## config.mk

```make
export PLATFORM = sky130hd
export DESIGN_NAME = sseg_scan_decoder
export DESIGN_NICKNAME = d
export VERILOG_FILES = /design/src/rtl/sseg_scan_decoder.sv
export SDC_FILE = /design/constraint.sdc
export NUM_CORES = 1
export LEC_CHECK = 0
export BUFFER_PORTS_ARGS = -buffer_cell sky130_fd_sc_hd__buf_2
export CAP_MARGIN = 10
export CELL_PAD_IN_SITES_DETAIL_PLACEMENT = 0
export CELL_PAD_IN_SITES_GLOBAL_PLACEMENT = 2
export CORE_MARGIN = 10
export CORE_UTILIZATION = 35
export DETAILED_ROUTE_END_ITERATION = 7
export GPL_TIMING_DRIVEN = 0
export MAX_ROUTING_LAYER = met4
export PLACE_DENSITY = 0.76
export SYNTH_ARGS = -nofsm -noshare
export SYNTH_HDL_FRONTEND = slang
export SYNTH_SLANG_ARGS = --single-unit
```

## constraint.sdc

```tcl
create_clock -name i_clk -period 8.65 [get_ports i_clk]
set_clock_uncertainty 0.2 [all_clocks]
set_input_delay 2.1625 -clock i_clk [delete_from_list [all_inputs] [get_ports i_clk]]
set_output_delay 2.1625 -clock i_clk [all_outputs]
set_load 0.005 [all_outputs]
```

## src/rtl/sseg_scan_decoder.sv

```systemverilog
// Passive monitor of a multiplexed active-low 7-segment bus; rebuilds the displayed hex frame. Optional macro: SSEG_DEC_PUBLISH_ON_CHANGE_EN.
// Latency: 1 input register + SETTLE dwell cycles + frame completion; no backpressure, the bus is observed only.
module sseg_scan_decoder #(
    parameter int N_DIGITS      = 4,
    parameter int SETTLE        = 2,
    parameter int STABLE_FRAMES = 2
) (
    input  logic                  i_clk,
    input  logic                  i_rst,
    input  logic [N_DIGITS-1:0]   i_an_n,
    input  logic [7:0]            i_sseg_n,
    output logic [4*N_DIGITS-1:0] o_hex,
    output logic [N_DIGITS-1:0]   o_dp,
    output logic [N_DIGITS-1:0]   o_bad,
    output logic                  o_valid,
    output logic                  o_collide
);

    localparam int IW  = (N_DIGITS > 1) ? $clog2(N_DIGITS) : 1;
    localparam int NLW = $clog2(N_DIGITS + 1);
    localparam int CW  = $clog2(SETTLE + 1);
    localparam int MW  = $clog2(STABLE_FRAMES + 1);
    localparam logic [CW-1:0] SETTLE_C = CW'(SETTLE);
    localparam logic [MW-1:0] STABLE_C = MW'(STABLE_FRAMES);

    typedef enum logic [1:0] {ST_IDLE, ST_SETTLE, ST_HOLD} state_t;
    state_t state, state_nx;

    logic [N_DIGITS-1:0]   an_q, lat_an;
    logic [7:0]            sseg_q, lat_sseg;
    logic [CW-1:0]         cnt, cnt_nx;
    logic                  coll_q;
    logic [4*N_DIGITS-1:0] slot_hex, prev_hex;
    logic [N_DIGITS-1:0]   slot_dp, slot_bad, prev_dp, prev_bad, seen;
    logic [MW-1:0]         match_cnt, match_nx;
    logic [NLW-1:0]        n_low;
    logic [IW-1:0]         idx;
    logic [4:0]            dec;
    logic                  one_hot, coll, latch, capture, complete, frame_eq, publish;
`ifdef SSEG_DEC_PUBLISH_ON_CHANGE_EN
    logic                  published;
`endif

    // Result is {bad, nibble}; unknown glyphs (including blank) report nibble 0 with bad set.
    function automatic logic [4:0] glyph_decode(input logic [6:0] seg);
        logic [4:0] r;
        case (seg)
            7'h40: r = 5'h00;
            7'h79: r = 5'h01;
            7'h24: r = 5'h02;
            7'h30: r = 5'h03;
            7'h19: r = 5'h04;
            7'h12: r = 5'h05;
            7'h02: r = 5'h06;
            7'h78: r = 5'h07;
            7'h00: r = 5'h08;
            7'h10: r = 5'h09;
            7'h08: r = 5'h0A;
            7'h03: r = 5'h0B;
            7'h46: r = 5'h0C;
            7'h21: r = 5'h0D;
            7'h06: r = 5'h0E;
            7'h0E: r = 5'h0F;
            default: r = 5'h10;
        endcase
        return r;
    endfunction

    always_comb begin
        n_low = '0;
        idx   = '0;
        for (int k = 0; k < N_DIGITS; k++) begin
            if (!an_q[k]) begin
                n_low = n_low + 1'b1;
                idx   = IW'(k);
            end
        end
        one_hot = (n_low == NLW'(1));
        coll    = (n_low > NLW'(1));
    end

    assign dec = glyph_decode(sseg_q[6:0]);

    // Any change of anode or pattern restarts the settle count; HOLD blocks repeat captures.
    always_comb begin
        state_nx = state;
        cnt_nx   = cnt;
        latch    = 1'b0;
        capture  = 1'b0;
        if (!one_hot) begin
            state_nx = ST_IDLE;
        end else if (state == ST_IDLE || an_q != lat_an || sseg_q != lat_sseg) begin
            latch  = 1'b1;
            cnt_nx = CW'(1);
            if (cnt_nx == SETTLE_C) begin
                capture  = 1'b1;
                state_nx = ST_HOLD;
            end else begin
                state_nx = ST_SETTLE;
            end
        end else if (state == ST_SETTLE) begin
            cnt_nx = cnt + 1'b1;
            if (cnt_nx == SETTLE_C) begin
                capture  = 1'b1;
                state_nx = ST_HOLD;
            end
        end
    end

    assign complete = &seen;
    assign frame_eq = ({slot_hex, slot_dp, slot_bad} == {prev_hex, prev_dp, prev_bad});

    always_comb begin
        match_nx = match_cnt;
        publish  = 1'b0;
        if (complete) begin
            if (!frame_eq)
                match_nx = MW'(1);
            else if (match_cnt != STABLE_C)
                match_nx = match_cnt + 1'b1;
            publish = (match_nx == STABLE_C);
`ifdef SSEG_DEC_PUBLISH_ON_CHANGE_EN
            if (published && ({slot_hex, slot_dp, slot_bad} == {o_hex, o_dp, o_bad}))
                publish = 1'b0;
`endif
        end
    end

    always_ff @(posedge i_clk) begin
        if (i_rst) begin
            an_q      <= '1;
            sseg_q    <= '1;
            lat_an    <= '1;
            lat_sseg  <= '1;
            state     <= ST_IDLE;
            cnt       <= '0;
            coll_q    <= 1'b0;
            slot_hex  <= '0;
            slot_dp   <= '0;
            slot_bad  <= '0;
            seen      <= '0;
            prev_hex  <= '0;
            prev_dp   <= '0;
            prev_bad  <= '0;
            match_cnt <= '0;
            o_hex     <= '0;
            o_dp      <= '0;
            o_bad     <= '0;
            o_valid   <= 1'b0;
            o_collide <= 1'b0;
`ifdef SSEG_DEC_PUBLISH_ON_CHANGE_EN
            published <= 1'b0;
`endif
        end else begin
            an_q      <= i_an_n;
            sseg_q    <= i_sseg_n;
            state     <= state_nx;
            cnt       <= cnt_nx;
            coll_q    <= coll;
            o_collide <= coll & ~coll_q;
            if (latch) begin
                lat_an   <= an_q;
                lat_sseg <= sseg_q;
            end
            if (capture) begin
                slot_hex[{idx, 2'b00} +: 4] <= dec[3:0];
                slot_dp[idx]                <= ~sseg_q[7];
                slot_bad[idx]               <= dec[4];
            end
            // A capture landing on the completion cycle belongs to the next frame.
            seen <= (complete ? '0 : seen) | (capture ? ~an_q : '0);
            if (complete) begin
                prev_hex  <= slot_hex;
                prev_dp   <= slot_dp;
                prev_bad  <= slot_bad;
                match_cnt <= match_nx;
            end
            o_valid <= publish;
            if (publish) begin
                o_hex <= slot_hex;
                o_dp  <= slot_dp;
                o_bad <= slot_bad;
`ifdef SSEG_DEC_PUBLISH_ON_CHANGE_EN
                published <= 1'b1;
`endif
            end
        end
    end

endmodule

```

==> impl_metrics.py, run 1 <==
metrics = {
    "outcome": {
        "status": "finished, final reports clean",
    },
    "power_and_ir_drop": {
        "power_density_mw_per_mm2": 181,
        "leakagePower_nw": 2.18,
        "ir_worst_vdd_uv": 136,
        "power_mw": 1.07,
    },
    "die": {
        "die_h_um": 142,
        "initial_core_util_pct": 35.7,
        "pin_count": 40,
        "core-area_mm2": 0.0145,
        "die_area_mm2": 0.0201,
        "die_w_um": 142,
        "rows": 44,
    },
    "global_routing": {
        "antenna_found_initial": 0,
        "grt_max_degree": 18,
        "grt_pass1_wl_um": 23700,
        "grt_use_total_pct": 15.0,
        "gr-total-overflow": 0,
        "grt_pass1_vias": 4467,
    },
    "sta": {
        "period_share_pct": 41.2,
        "timing.final.crit_period_ps": 3560,
        "rsz0062_at_grt": "false",
        "tns_ps": 0,
        "finalMaxSlewViolations": 0,
        "achievable-frequency_ghz": 0.281,
        "setup_ws_ps": 5090,
        "worstMarginPinSlew_ps": 958,
        "final_hold_viol_count": 0,
        "worst_slew_margin_rel_pct": 35.7,
        "setup_violations": 0,
    },
    "setup_path": {
        "worstPathRequired_ps": 8730,
        "critPathCapture": "lat_sseg[7]",
        "rrSetupSlack_ps": 5100,
        "crit_type": "in -> reg",
        "worst-path-max-fanout": 10,
        "critPathCaptureType": "flip-flop",
        "worst_setup_path_start_kind": "input port",
        "r2r_cells": 10,
        "arrival_ps": 3640,
        "reg2reg_to": "slot_dp[2]",
        "critPathLaunch": "i_rst",
        "r2r-start": "an_q[1]",
    },
    "clock_tree": {
        "path_clk_slew_ps": 70,
        "cts_sinks": 109,
        "cts_resized": 0,
        "clk_path_buf_depth": 2,
        "cts_setup_buffers": 0,
        "cts_root_buffer": "clkbuf_16",
        "insertion_delay_ps": 350,
        "ctsHoldBuffers": 0,
        "numCtsBuffers": 9,
        "cts_max_level": 3,
        "cts_tree": "yes",
    },
    "synthesis": {
        "yosysTopAreaCell": "dfxtp_1",
        "synth-seq-cells": 109,
        "ys_async_sr_fraction_pct": 0,
        "synthTopCellsByArea": "dfxtp_1 (42%), nand2_1 (6.2%), xnor2_1 (5.9%)",
        "avgSynthCellArea_um2": 8.60,
        "netlist_top_cells_count": "dfxtp_1 (109), nand2_1 (86), a21oi_1 (56)",
        "synth.distinct_cells": 58,
        "synth-main-ff-cell": "dfxtp_1",
        "yosys_warnings": 0,
        "yosysSeqAreaShare_pct": 42.1,
        "synth_edf_count": 0,
        "yosysTopAreaCellShare_pct": 42.1,
        "yosysMostFrequentCell": "dfxtp_1",
        "syn_area_mm2": 0.00519,
        "syn_inst": 603,
        "synth.net_count": 626,
    },
    "final_layout": {
        "layout-drive-gt1-share_pct": 13.2,
        "syn_to_final_growth_pct": 14.4,
        "nNetsFinal": 676,
        "n_antenna_cell": 0,
    },
    "placed_design": {
        "port_buffers": 39,
        "gp_congestion": 0.870,
        "pre_cts_ws_ps": 4700,
        "dp_hpwl_um": 11000,
    },
    "detailed_routing": {
        "drt_iter0_markers": 258,
        "vias_per_cell": 5.26,
        "wl_per_cell_um": 17.1,
        "vias": 4427,
        "drt_pass1_iterations": 4,
        "wl_um": 14400,
        "drc": 0,
        "ant_nets": 0,
    },
    "worst_hold_path": {
        "hold_class": "reg -> reg",
    },
    "job": {
        "drv_cap": 0,
    },
}
[through the flow]
| stage | cell area [um2] | std cells | util [%] | hold slack, ps |
|---|---|---|---|---|
| after detailed placement | 5610 | 826 | 38.6 | 173 |
| after floorplan | 5190 | 603 | - | 167 |
| after global routing | 5940 | 842 | 40.8 | 190 |
| final | 5940 | 842 | 40.8 | 176 |
| after CTS | 5940 | 842 | 40.8 | 181 |
| after global placement | 5610 | 826 | 38.6 | 172 |
[logic make-up (layout without fill, tap and decap cells)]
logic type               after synthesis  count (layout)  share of synthesized area (%)
AND/OR/NAND/NOR                      222             222                           23.2
AO/OA/AOI/OAI                        132             132                           15.3
flip-flops                           109             109                           42.1
buffers and inverters                 62             117                           4.82
XOR/XNOR                              40              40                           6.75
multiplexers                          29              29                           5.62
adder cells (fa/ha/maj)                9               9                           2.17
[worst min-delay path by stage]
stage	depth (start not counted)	to	startpoint	slack (ps)
detailed placement	1	o_collide	coll_q	170
CTS	1	o_collide	coll_q	180
global placement	1	o_collide	coll_q	170
floorplan	1	o_collide	coll_q	170
finish	1	o_collide	coll_q	180
global route	1	o_collide	coll_q	190
[placed cells by master (no fill, tap or decap), drive strengths merged, types with 3 or more instances in the layout]
master / netlist / routed
nor3: 10 / 10
nand2: 86 / 86
nand3: 4 / 4
ha: 9 / 9
a41oi: 3 / 3
a311oi: 3 / 3
nor4: 4 / 4
or2: 14 / 14
a211oi: 3 / 3
clkinv: 0 / 3
a21oi: 56 / 56
nor2b: 11 / 11
a32oi: 3 / 3
dfxtp: 109 / 109
nand3b: 4 / 4
xnor2: 35 / 35
nand4: 45 / 45
nor2: 21 / 21
buf: 7 / 46
clkbuf: 43 / 53
xor2: 5 / 5
nand4b: 3 / 3
mux2i: 28 / 28
or3: 4 / 4
o311ai: 7 / 7
o21ai: 39 / 39
inv: 12 / 13
[area by class of cell]
cell class / count / area (um2)
Tap cell: 184 / 230
Inverter: 12 / 45.0
Sequential cell: 109 / 2180
Timing Repair Buffer: 39 / 195
Buffer: 50 / 205
Multi-Input combinational cell: 432 / 2760
Clock inverter: 6 / 83.8
Fill cell: 1486 / 8600
Clock buffer: 10 / 239
[where the power goes]
part	leakage [nW]	internal [mW]	switching [mW]	total (mW)
Sequential	0.884	0.512	0.00860	0.521
Clock	0.163	0.261	0.187	0.449
Combinational	1.13	0.0376	0.0647	0.102
Total	2.18	0.811	0.261	1.07
[state kept, by name, summed over array words and instances (netlist names)]
name	cells
an_q	4
cnt	2
coll_q	1
lat_an	4
lat_sseg	8
match_cnt	2
o_bad	4
o_collide	1
o_dp	4
o_hex	16
o_valid	1
prev_bad	4
prev_dp	4
prev_hex	16
seen	4
slot_bad	4
slot_dp	4
slot_hex	16
sseg_q	8
state	2
[worst max-delay path: stages]
cell      delay [ps]
buf_2            150
clkbuf_1         430
clkbuf_1         670
nor2_1            90
mux2i_1          140
[metal layers]
layer / GRT usage (%) / vias to the layer above / share of wire [%]
met5: - / - / 0
met2: 25.0 / 86 / 49
met3: 3.20 / 15 / 4.0
li1: - / 2247 / -
met4: 4.63 / 0 / 1.5
met1: 17.7 / 2079 / 45
Power figures use the tool's default switching activity.
==> inputs of run 2 (changes only) <==
--- a/config.mk
+++ b/config.mk
@@ -5,16 +5,17 @@
 export SDC_FILE = /design/constraint.sdc
 export NUM_CORES = 1
 export LEC_CHECK = 0
+export ABC_AREA = 1
 export BUFFER_PORTS_ARGS = -buffer_cell sky130_fd_sc_hd__buf_2
 export CAP_MARGIN = 10
 export CELL_PAD_IN_SITES_DETAIL_PLACEMENT = 0
 export CELL_PAD_IN_SITES_GLOBAL_PLACEMENT = 2
 export CORE_MARGIN = 10
-export CORE_UTILIZATION = 35
+export CORE_UTILIZATION = 30
 export DETAILED_ROUTE_END_ITERATION = 7
 export GPL_TIMING_DRIVEN = 0
 export MAX_ROUTING_LAYER = met4
-export PLACE_DENSITY = 0.76
+export PLACE_DENSITY = 0.75
 export SYNTH_ARGS = -nofsm -noshare
 export SYNTH_HDL_FRONTEND = slang
 export SYNTH_SLANG_ARGS = --single-unit
==> constraint.sdc (replaced) <==
create_clock -name i_clk -period 3 [get_ports i_clk]
set_clock_uncertainty 0.2 [all_clocks]
set_input_delay 0.75 -clock i_clk [delete_from_list [all_inputs] [get_ports i_clk]]
set_output_delay 0.75 -clock i_clk [all_outputs]
set_load 0.005 [all_outputs]
==> run 2 against run 1 <==
Effect of this change: core utilization shrank 5.6 points; cell area grew 7.5%; combinational power grew to 3.9 times the previous value; sequential power grew to 2.9 times the previous value; clock power grew to 3.1 times the previous value; worst setup slack lost 4800 ps; wire length grew 8.5%; total power grew to 3.1 times the previous value; via count grew 11%; register-to-register slack lost 4800 ps; critical path type is now reg -> reg.
==> impl_metrics.py, run 2 <==
metrics = {
    "global_routing": {
        "grt_use_total_pct": 13.6,
        "antenna_found_initial": 0,
        "grt_max_degree": 18,
        "gr-total-overflow": 0,
        "grt_pass1_wl_um": 25700,
        "grt_pass1_vias": 4784,
    },
    "final_layout": {
        "n_antenna_cell": 0,
        "nNetsFinal": 902,
        "layout-drive-gt1-share_pct": 13.5,
        "instances_no_fill": 1112,
        "final_common_cell": "nand2_1",
        "reg.largest.list": "o_hex (16), prev_hex (16), slot_hex (16)",
        "syn_to_final_growth_pct": 14.8,
        "post-route-util_pct": 35.3,
        "layout_common_cells": "nand2_1 (228), nor2_1 (176), dfxtp_1 (109), inv_1 (90), buf_2 (40)",
    },
    "die": {
        "pin_count": 40,
        "rows": 49,
        "initial_core_util_pct": 30.7,
        "die_h_um": 156,
        "die_w_um": 156,
        "core-area_mm2": 0.0181,
        "die_area_mm2": 0.0244,
    },
    "setup_path": {
        "crit_type": "reg -> reg",
        "critPathSlowestCell": "dfxtp_1",
        "path_buf_inv": 3,
        "critPathCaptureType": "flip-flop",
        "cpMostUsedCell": "inv_1",
        "cpPeakStageDelay_ps": 380,
        "crit_chain": "inv_1 -> ha_1 -> inv_1 -> nand2_1 -> nand2_2 -> inv_1 -> ha_1 -> o21ai_2 -> nand2_2 -> nor2_4 -> nand3_2 -> nor3_4 -> nor2_1 -> nor2_1",
        "worstPathRequired_ps": 3090,
        "worst_setup_path_start_kind": "flip-flop",
        "crit_family": "simple AND/OR/NAND/NOR gates",
        "worst-path-max-fanout": 7,
        "arrival_ps": 2800,
    },
    "synthesis": {
        "synthTopCellsByArea": "dfxtp_1 (39%), nand2_1 (15%), nor2_1 (12%)",
        "yosysMostFrequentCell": "nand2_1",
        "yosys_warnings": 0,
        "avgSynthCellArea_um2": 6.70,
        "synth_edf_count": 0,
        "syn_inst": 830,
        "synth-main-ff-cell": "dfxtp_1",
        "ys_async_sr_fraction_pct": 0,
        "yosysTopAreaCellShare_pct": 39.3,
        "yosysSeqAreaShare_pct": 39.3,
        "synth-seq-cells": 109,
        "yosysTopAreaCell": "dfxtp_1",
        "synth.distinct_cells": 37,
        "netlist_top_cells_count": "nand2_1 (228), nor2_1 (176), dfxtp_1 (109)",
        "syn_area_mm2": 0.00556,
        "synth.net_count": 853,
    },
    "sta": {
        "worst_slew_margin_rel_pct": 53.0,
        "final_hold_viol_count": 0,
        "rsz0062_at_grt": "false",
        "worstMarginPinSlew_ps": 706,
        "setup_violations": 0,
        "period_share_pct": 90.5,
        "achievable-frequency_ghz": 0.368,
        "whs_ps": 195,
        "finalMaxSlewViolations": 0,
        "timing.final.crit_period_ps": 2720,
        "tns_ps": 0,
    },
    "detailed_routing": {
        "vias": 4895,
        "drt_pass1_iterations": 4,
        "wl_um": 15600,
        "wl_per_cell_um": 14.0,
        "vias_per_cell": 4.40,
        "drt_iter0_markers": 207,
        "drc": 0,
        "ant_nets": 0,
    },
    "power_and_ir_drop": {
        "power_mw": 3.30,
        "leakagePower_nw": 3.24,
        "power_density_mw_per_mm2": 518,
        "ir_worst_vdd_uv": 321,
    },
    "clock_tree": {
        "numCtsBuffers": 9,
        "cts_setup_buffers": 0,
        "ctsHoldBuffers": 0,
        "cts_root_buffer": "clkbuf_16",
        "insertion_delay_ps": 350,
        "cts_resized": 0,
        "cts_sinks": 109,
        "clk_path_buf_depth": 2,
        "cts_tree": "yes",
        "cts_max_level": 3,
        "path_clk_slew_ps": 70,
    },
    "placed_design": {
        "gp_congestion": 0.811,
        "dp_hpwl_um": 12100,
        "dp_cells": 1097,
        "port_buffers": 38,
    },
    "job": {
        "drv_cap": 0,
    },
    "outcome": {
        "status": "finished, final reports clean",
    },
    "worst_hold_path": {
        "hold_class": "reg -> reg",
    },
}
## run 2: through the flow
step / area, um2 / worst slack (ps)
after floorplan: 5560 / 591
after detailed placement: 6040 / 254
after global placement: 6040 / 234
final: 6380 / 284
after global routing: 6380 / 26.1
after CTS: 6380 / 232
## run 2: area by class of cell
cell class,count,area (um2)
Fill cell,2047,11700
Multi-Input combinational cell,593,2830
Sequential cell,109,2180
Inverter,101,384
Tap cell,229,287
Clock buffer,10,239
Timing Repair Buffer,38,190
Buffer,27,161
Clock inverter,5,106
## run 2: worst paths after layout
| kind | end | depth (start not counted) | startpoint | slack, ps |
|---|---|---|---|---|
| max | slot_hex[0] | 14 | an_q[0] | 280 |
| min | o_collide | 1 | coll_q | 190 |
| max reg2reg | slot_hex[0] | 14 | an_q[0] | 280 |
| min reg2reg | o_collide | 1 | coll_q | 190 |
## run 2: cells by family (layout without fill, tap and decap cells)
logic type / after synthesis / count (layout) / synth area share, %
compound gates: 75 / 75 / 7.88
xor+xnor: 20 / 20 / 3.29
fa+ha+maj: 9 / 9 / 2.03
buf+inv: 128 / 181 / 9.81
flops: 109 / 109 / 39.3
simple gates: 489 / 489 / 37.7
## run 2: layer usage
| layer | vias up | routed length, um | track usage [%] |
|---|---|---|---|
| met3 | 9 | 450 | 2.37 |
| met2 | 51 | 7560 | 22.6 |
| met1 | 2185 | 7520 | 17.0 |
| met5 | - | 0 | - |
| met4 | 0 | 97 | 2.83 |
| li1 | 2650 | - | - |
## run 2: worst register-to-register path, delay by kind of cell (launching register included)
family                   cells  cell delay (ps)
AND/OR/NAND/NOR              8             1100
AO/OA/AOI/OAI                1              130
buffers and inverters        3              220
flip-flops                   1              380
adder cells (fa/ha/maj)      2              610
## run 2: power by group
group          internal (mW)  leakage (nW)  switching [mW]
clock network          0.838         0.165           0.562
logic                  0.124          2.19           0.270
registers               1.48         0.885          0.0262
total                   2.45          3.24           0.859
==> inputs of run 3 (changes only) <==
--- a/config.mk
+++ b/config.mk
@@ -10,6 +10,7 @@
 export CAP_MARGIN = 10
 export CELL_PAD_IN_SITES_DETAIL_PLACEMENT = 0
 export CELL_PAD_IN_SITES_GLOBAL_PLACEMENT = 2
+export CORE_ASPECT_RATIO = 1.4
 export CORE_MARGIN = 10
 export CORE_UTILIZATION = 30
 export DETAILED_ROUTE_END_ITERATION = 7
==> run 3 against run 2 <==
Effect of this change: die area increased by 0.32%; worst setup slack lost 46 ps; core utilization about the same; final cell count up 1.1%; register-to-register slack got worse by 50 ps; worst hold slack better by 1.2 ps; sequential power hardly changed; non-clock buffer count did not move; wire length increased by 1.5%; total power shrank 1.2%; critical path type unchanged; highest routed layer unchanged.
==> impl_metrics.py, run 3 (same netlist as run 2, synthesis figures left out) <==
metrics = {
    "final_layout": {
        "n_antenna_cell": 0,
        "reg.largest.list": "o_hex (16), prev_hex (16), slot_hex (16)",
        "final_area_mm2": 0.00638,
        "layout-drive-gt1-share_pct": 13.6,
        "layout_common_cells": "nand2_1 (228), nor2_1 (176), dfxtp_1 (109), inv_1 (90), buf_2 (40)",
        "nNetsFinal": 902,
        "final_common_cell": "nand2_1",
        "syn_to_final_growth_pct": 14.8,
    },
    "setup_path": {
        "crit_type": "reg -> reg",
        "critPathSlowestCell": "dfxtp_1",
        "cpPeakStageDelay_ps": 390,
        "arrival_ps": 2800,
        "cpMostUsedCell": "inv_1",
        "rrSetupSlack_ps": 240,
        "crit_chain": "inv_1 -> ha_1 -> inv_1 -> nand2_1 -> nand2_2 -> inv_1 -> ha_1 -> o21ai_2 -> nand2_2 -> nor2_4 -> nand3_2 -> nor2_1 -> nand3_1 -> nand2_1 -> nor2_1",
        "worst_setup_path_start_kind": "flip-flop",
        "worstPathRequired_ps": 3040,
        "critPathLaunch": "an_q[0]",
        "worst-path-max-fanout": 7,
        "critPathCaptureType": "flip-flop",
        "r2r-start": "an_q[0]",
    },
    "placed_design": {
        "pre_cts_ws_ps": 193,
        "placed_area_mm2": 0.00605,
        "dp_hpwl_um": 12700,
        "port_buffers": 38,
        "gp_congestion": 0.831,
    },
    "global_routing": {
        "grt_pass1_vias": 4816,
        "grt_use_total_pct": 13.7,
        "antenna_found_initial": 0,
        "grt_pass1_wl_um": 25500,
        "grt_max_degree": 19,
        "gr-total-overflow": 0,
    },
    "detailed_routing": {
        "wl_per_cell_um": 14.1,
        "vias_per_cell": 4.33,
        "drt_pass1_iterations": 4,
        "vias": 4863,
        "ant_nets": 0,
        "drc": 0,
        "drt_iter0_markers": 249,
        "wl_um": 15900,
    },
    "clock_tree": {
        "numCtsBuffers": 9,
        "cts_resized": 0,
        "path_clk_slew_ps": 80,
        "cts_tree": "yes",
        "cts_setup_buffers": 0,
        "ctsHoldBuffers": 0,
        "clk_path_buf_depth": 2,
        "cts_root_buffer": "clkbuf_16",
        "insertion_delay_ps": 360,
        "cts_max_level": 3,
        "cts_sinks": 109,
    },
    "die": {
        "die_w_um": 135,
        "initial_core_util_pct": 30.8,
        "rows": 58,
        "pin_count": 40,
        "die_h_um": 181,
        "die_area_mm2": 0.0245,
        "core-area_mm2": 0.0181,
    },
    "sta": {
        "worst_slew_margin_rel_pct": 58.8,
        "setup_ws_ps": 238,
        "rsz0062_at_grt": "false",
        "worstMarginPinSlew_ps": 618,
        "setup_violations": 0,
        "whs_ps": 196,
        "final_hold_viol_count": 0,
        "period_share_pct": 92.1,
        "achievable-frequency_ghz": 0.362,
        "timing.final.crit_period_ps": 2760,
        "finalMaxSlewViolations": 0,
        "tns_ps": 0,
    },
    "power_and_ir_drop": {
        "leakagePower_nw": 3.24,
        "power_density_mw_per_mm2": 511,
        "ir_worst_vdd_uv": 242,
        "power_mw": 3.26,
    },
    "job": {
        "drv_cap": 0,
    },
    "outcome": {
        "status": "finished, final reports clean",
    },
    "worst_hold_path": {
        "hold_class": "reg -> reg",
        "worstHoldStart": "coll_q",
    },
}
run 3: cell types whose count changed in the layout (fill, tap and decap cells not counted):
cell | previous run | this run
clkinvlp_4 | 1 | 0
clkinv_2 | 0 | 1
bufinv_16 | 3 | 2
inv_8 | 0 | 1
clkinv_4 | 0 | 1
run 3: power breakdown:
group | switching (mW) | internal (mW) | total, mW
sequential | 0.0267 | 1.48 | 1.51
clock | 0.592 | 0.765 | 1.36
combinational | 0.272 | 0.124 | 0.396
total | 0.891 | 2.37 | 3.26
run 3: final timing paths:
check | cells after the start | endpoint
hold / removal | 1 | o_collide
hold reg to reg | 1 | o_collide
setup reg to reg | 15 | slot_hex[11]
setup / recovery | 15 | slot_hex[11]
run 3: metrics by stage:
step	std cells	utilization [%]
finish	1124	35.3
global route	1124	35.3
CTS	1124	35.3
detailed placement	1108	33.5
global placement	1108	33.5
floorplan	830	-
run 3: area by class of cell:
type / count / area [um2]
fillers: 2060 / 11700
multi-input cells: 593 / 2830
flip-flops and latches: 109 / 2180
inverters: 101 / 384
well taps: 240 / 300
clock buffers: 10 / 239
repair buffers: 38 / 190
plain buffers: 27 / 161
clock inverters: 6 / 93.8
run 3: critical path: cells and delay by family, from the launching register on:
kind	cells	cell delay (ps)
DFF	1	390
adders and majority gates	2	620
AOI/OAI and AO/OA	1	130
buffers and inverters	3	220
and+or+nand+nor	9	1060
run 3: layer usage:
| layer | up-vias | GRT usage [%] | routed length, um |
|---|---|---|---|
| li1 | 2653 | - | - |
| met1 | 2139 | 14.0 | 6590 |
| met2 | 54 | 25.5 | 8520 |
| met3 | 17 | 1.86 | 371 |
| met4 | 0 | 5.14 | 384 |
| met5 | - | - | 0 |
